<file path="src/rtl/fetch_controller.sv">
// ----------------------------------------------------------------------------
// fetch_controller
//
// Purpose:
//   Sequences instruction fetch from a synchronous program memory and issues
//   one instruction at a time to a datapath. The memory samples Addr on the
//   falling clock edge, so the word for the current Addr is stable on Data_in
//   by the next rising edge. One fetch cycle plus at least one issue cycle
//   per instruction. An all-zero opcode is HALT: it is latched into Instr
//   but never issued.
//
// Ports:
//   clk          in   single clock, all state on rising edge
//   reset        in   asynchronous, active-low reset
//   start        in   level; begins a run from address 0 (IDLE or HALTED)
//   stall        in   datapath busy; holds the instruction being issued
//   pc_load      in   branch request, honoured only on the ISSUE exit cycle
//   pc_target    in   [AB]  branch destination
//   Data_in      in   [DB]  instruction word from program memory
//   Addr         out  [AB]  registered program counter
//   Instr        out  [DB]  registered copy of the last fetched word
//   instr_valid  out  Instr is issued to the datapath this cycle
//   halted       out  a HALT opcode has been reached
//   cycle_count  out  [16] running cycles (FETCH + ISSUE), saturating
// ----------------------------------------------------------------------------
module fetch_controller #(
    parameter int AB  = 11,
    parameter int DB  = 16,
    parameter int OPW = 5
) (
    input  logic          clk,
    input  logic          reset,
    input  logic          start,
    input  logic          stall,
    input  logic          pc_load,
    input  logic [AB-1:0] pc_target,
    input  logic [DB-1:0] Data_in,
    output logic [AB-1:0] Addr,
    output logic [DB-1:0] Instr,
    output logic          instr_valid,
    output logic          halted,
    output logic [15:0]   cycle_count
);

    typedef enum logic [1:0] {
        ST_IDLE   = 2'd0,
        ST_FETCH  = 2'd1,
        ST_ISSUE  = 2'd2,
        ST_HALTED = 2'd3
    } state_e;

    state_e        state_q;
    logic [AB-1:0] addr_q;
    logic [DB-1:0] instr_q;
    logic          valid_q;
    logic          halted_q;
    logic [15:0]   cnt_q;

    logic [AB-1:0] addr_inc_d;
    logic [15:0]   cnt_inc_d;
    logic          is_halt;

    // HALT is recognised purely by an all-zero opcode field.
    assign is_halt    = (Data_in[DB-1:DB-OPW] == '0);

    // Natural AB-bit wrap, no carry out.
    assign addr_inc_d = addr_q + AB'(1);

    // Saturating running-cycle counter.
    assign cnt_inc_d  = (cnt_q == 16'hFFFF) ? cnt_q : cnt_q + 16'd1;

    // All outputs are registered; instr_valid and halted are set on the
    // transition into ISSUE / HALTED so they are true exactly in those states.
    always_ff @(posedge clk or negedge reset) begin
        if (!reset) begin
            state_q  <= ST_IDLE;
            addr_q   <= '0;
            instr_q  <= '0;
            valid_q  <= 1'b0;
            halted_q <= 1'b0;
            cnt_q    <= '0;
        end else begin
            case (state_q)
                ST_IDLE: begin
                    if (start) begin
                        state_q <= ST_FETCH;
                        addr_q  <= '0;
                        cnt_q   <= '0;
                    end
                end

                ST_FETCH: begin
                    cnt_q   <= cnt_inc_d;
                    instr_q <= Data_in;
                    if (is_halt) begin
                        // Addr stays on the HALT word for observability.
                        state_q  <= ST_HALTED;
                        halted_q <= 1'b1;
                    end else begin
                        state_q <= ST_ISSUE;
                        addr_q  <= addr_inc_d;
                        valid_q <= 1'b1;
                    end
                end

                ST_ISSUE: begin
                    cnt_q <= cnt_inc_d;
                    // While stalled everything holds; pc_load is only looked
                    // at on the cycle the stall drops.
                    if (!stall) begin
                        state_q <= ST_FETCH;
                        valid_q <= 1'b0;
                        if (pc_load) begin
                            addr_q <= pc_target;
                        end
                    end
                end

                ST_HALTED: begin
                    if (start) begin
                        state_q  <= ST_FETCH;
                        addr_q   <= '0;
                        cnt_q    <= '0;
                        halted_q <= 1'b0;
                    end
                end

                default: begin
                    state_q <= ST_IDLE;
                end
            endcase
        end
    end

    assign Addr        = addr_q;
    assign Instr       = instr_q;
    assign instr_valid = valid_q;
    assign halted      = halted_q;
    assign cycle_count = cnt_q;

endmodule

</file>
<file path="config.mk">
export PLATFORM = sky130hd
export DESIGN_NAME = fetch_controller
export DESIGN_NICKNAME = d
export VERILOG_FILES = /design/src/rtl/fetch_controller.sv
export SDC_FILE = /design/constraint.sdc
export NUM_CORES = 1
export LEC_CHECK = 0
export CORE_MARGIN = 4
export CORE_UTILIZATION = 42
export CTS_CLUSTER_SIZE = 25
export DETAILED_ROUTE_END_ITERATION = 10
export PLACE_DENSITY = 0.78
export SETUP_SLACK_MARGIN = 0.05
export SYNTH_ARGS = -nofsm -noshare
export SYNTH_HDL_FRONTEND = slang
export SYNTH_SLANG_ARGS = --single-unit
</file>
<file path="constraint.sdc">
create_clock -name clk -period 2.1 [get_ports clk]
set_input_delay 0.63 -clock clk [delete_from_list [all_inputs] [get_ports clk]]
set_output_delay 0.63 -clock clk [all_outputs]
set_load 0.02 [all_outputs]
</file>
==> results of run 1 <==
[synthesized netlist by cell type, drive strengths merged (6+ instances only)]
library cell,count
nand2,21
and3,7
a31oi,10
nor2,11
ha,6
dfrtp,47
mux2,16
o21ai,15
nor2b,7
nand3,11
a21oi,17
buf,6
o22ai,7
inv,9
[cells by family (layout without fill, tap and decap cells)]
group                      count (synthesis)  after routing  synth area share [%]
adders and majority gates                  6              6                  3.06
muxes                                     18             18                  8.16
AOI/OAI and AO/OA                         72             72                  19.2
and+or+nand+nor                           79             79                  17.4
buffers and inverters                     20            118                  3.88
xor gates and xnor gates                   1              1                 0.357
DFF                                       47             47                  47.9
[power breakdown]
part / internal, W / leakage [nW] / switching [W]
clock network: 0.000475 / 0.0644 / 0.000313
registers: 0.00123 / 0.592 / 0.000273
logic: 0.00130 / 1.07 / 0.00136
total: 0.00300 / 1.73 / 0.00195
[area by class of cell]
| type | count | area, µm² |
|---|---|---|
| inverters | 9 | 33.8 |
| flip-flops and latches | 47 | 1180 |
| multi-input cells | 176 | 1200 |
| fillers | 468 | 1970 |
| clock inverters | 3 | 67.6 |
| clock buffers | 5 | 68.8 |
| well taps | 72 | 90.1 |
| repair buffers | 101 | 971 |
[critical path, delay by kind of cell]
| family | cells | cell delay [ns] |
|---|---|---|
| buffers and inverters | 1 | 0.24 |
| AND/OR/NAND/NOR | 2 | 0.74 |
| AO/OA/AOI/OAI | 3 | 0.60 |
[stage by stage]
step           setup slack, ns  instance area (µm²)  utilization [%]
4_1_cts                 0.0529                 3550             63.7
3_3_place_gp            -0.326                 3390             60.8
5_1_grt                0.00494                 3610             64.7
6_report                0.0783                 3610             64.7
2_1_floorplan            0.111                 2450                -
3_5_place_dp            -0.366                 3390             60.8
[registers in the layout (all words and copies together) (netlist names)]
register / cells
Instr: 16
cycle_count: 16
Addr: 11
state_q: 2
halted: 1
instr_valid: 1
[timing repair]
action | in CTS | in global routing
resized for setup | 10 | 14
hold endpoints to repair | 0 | 0
buffers inserted | 4 | 1
cloned | 0 | 0
setup endpoints to repair | 12 | 15
pin swaps | 5 | 0
[worst paths after layout]
| kind | cells after the start | from | slack [ns] | end |
|---|---|---|---|---|
| max | 6 | Data_in[15] | 0.08 | Addr[7] |
| max in group asynchronous | 2 | reset | 1.17 | cycle_count[5] |
| min in group clk | 1 | Instr[5] | 0.51 | Instr[5] |
| min reg2reg | 1 | Instr[5] | 0.51 | Instr[5] |
| max reg2reg | 7 | state_q[0] | 0.16 | Addr[10] |
| min | 1 | reset | 0.32 | cycle_count[0] |
[layer usage]
layer	global-route usage, %	part of all wire [%]
met5	0	0
met4	4.17	0.56
met3	4.81	6.8
met2	31.1	49
met1	24.4	43
==> metrics.csv, run 1 <==
stage,metric,value,unit
outcome,status,"complete, no violations",
routing,routed_wl,6430,µm
routing,vias,2289,
logic_synthesis,yosysUniqueCellTypes,48,
floorplanning,ioPinCount,77,
routing,antenna_left,0,
setup_path,crit_path_start_kind,input pin,
grt,grt_max_degree,27,
finish,instances_no_fill,413,
routing,via_per_inst,5.54,
sta,layout_min_cycle_time,2.02,ns
power,p_leak,1.73,nW
sta,slew_viol_final,0,
place,place_congestion,0.844,
floorplanning,die_h,84.4,µm
logic_synthesis,netlist_instances,243,
sta,fin_skew,0.00875,ns
clocking,cts_buffers,5,
grt,grt_pass1_vias,2317,
setup_path,crit_chain,dlygate4sd2_1 > or4_4 > nor2_4 > a221o_2 > a21oi_1 > a211o_1,
grt,overflow,0,
power,power,0.00495,W
routing,drc,0,
clocking,clock_latency,0.30,ns
routing,first_iter_violations,150,
setup_path,crit_arrival,2.21,ns
sta,fin_hold_ws,0.322,ns
sta,fin_setup_tns,0,ns
logic_synthesis,synth-async-reset-ratio,100,%
routing,dr.pass1.iters,4,
logic_synthesis,synth_flop_cell,dfrtp_1,
power,p_per_area,1370,nW/µm²
clocking,htreeDepth,2,
grt,track_usage,18.6,%
logic_synthesis,ys_top_cells_by_area,"dfrtp_1 (48%), mux2_2 (7.3%), a21oi_1 (3.5%)",
logic_synthesis,syn-num-nets,281,
floorplanning,coreArea,5570,µm²
sta,hold_viol,0,
sta,max_freq,0.495,GHz
finish,finalNetCount,378,
floorplanning,start_util,44.0,%
clocking,cts_buffer_depth,2,
sta,rsz0062_at_grt,true,
setup_path,max_stage_delay,0.55,ns
grt,grt_pass1_wl,11000,µm
sta,period_share,96.3,%
logic_synthesis,syn_area_per_cell,10.1,µm²
finish,final_cell_mix,"clkdlybuf4s50_1 (55), dfrtp_1 (47), buf_4 (23)",
finish,syn2layout_area_growth,47.1,%
finish,antenna_cells,0,
setup_path,critPathKind,input pin to flop,
logic_synthesis,synth_seq_area_share,47.9,%
setup_path,slowest_stage,or4_4,
logic_synthesis,synth-edff-count,0,
flow_run,cap_violations,0,
floorplanning,die_area,7130,µm²
logic_synthesis,yosys_warnings,0,
place,dpl.hpwl,4670,µm
sta,worst_pin_slew,0.600,ns
clocking,cts_root_buf,clkbuf_8,
finish,final_common_cell,clkdlybuf4s50_1,
setup_path,cp_max_fo,5,
sta,relSlewSlack,60.0,%
logic_synthesis,ys_ff_latch,47,
finish,drive_gt1_share,16.7,%
floorplanning,die_x,84.4,µm
logic_synthesis,synth_top_area_cell,dfrtp_1,
logic_synthesis,synth_area,2450,µm²
clocking,clk_pin_slew,0.09,ns
power,ir_worst_vdd,651,µV
clocking,clock_sinks,47,
min_path,hp-class,input pin to async pin,
sta,setup_viol,0,
floorplanning,fp-row-count,27,
setup_path,crit_required,2.29,ns
routing,wl_per_cell,15.6,µm
setup_path,cp-end-kind,flop,
place,numPortBuffers,76,
clocking,tritoncts,built,
place,dp_cells,400,
clocking,hold_buffers,0,
grt,grt_antenna_before_repair,0,
logic_synthesis,yosysTopAreaCellShare,47.9,%
(Power assumes the default switching activity.)
==> inputs of run 2 (changes only) <==
- CTS_CLUSTER_DIAMETER: default -> 30
==> results of run 2 <==
Same layout as run 1: the final DEF is identical, and so are final timing and power.
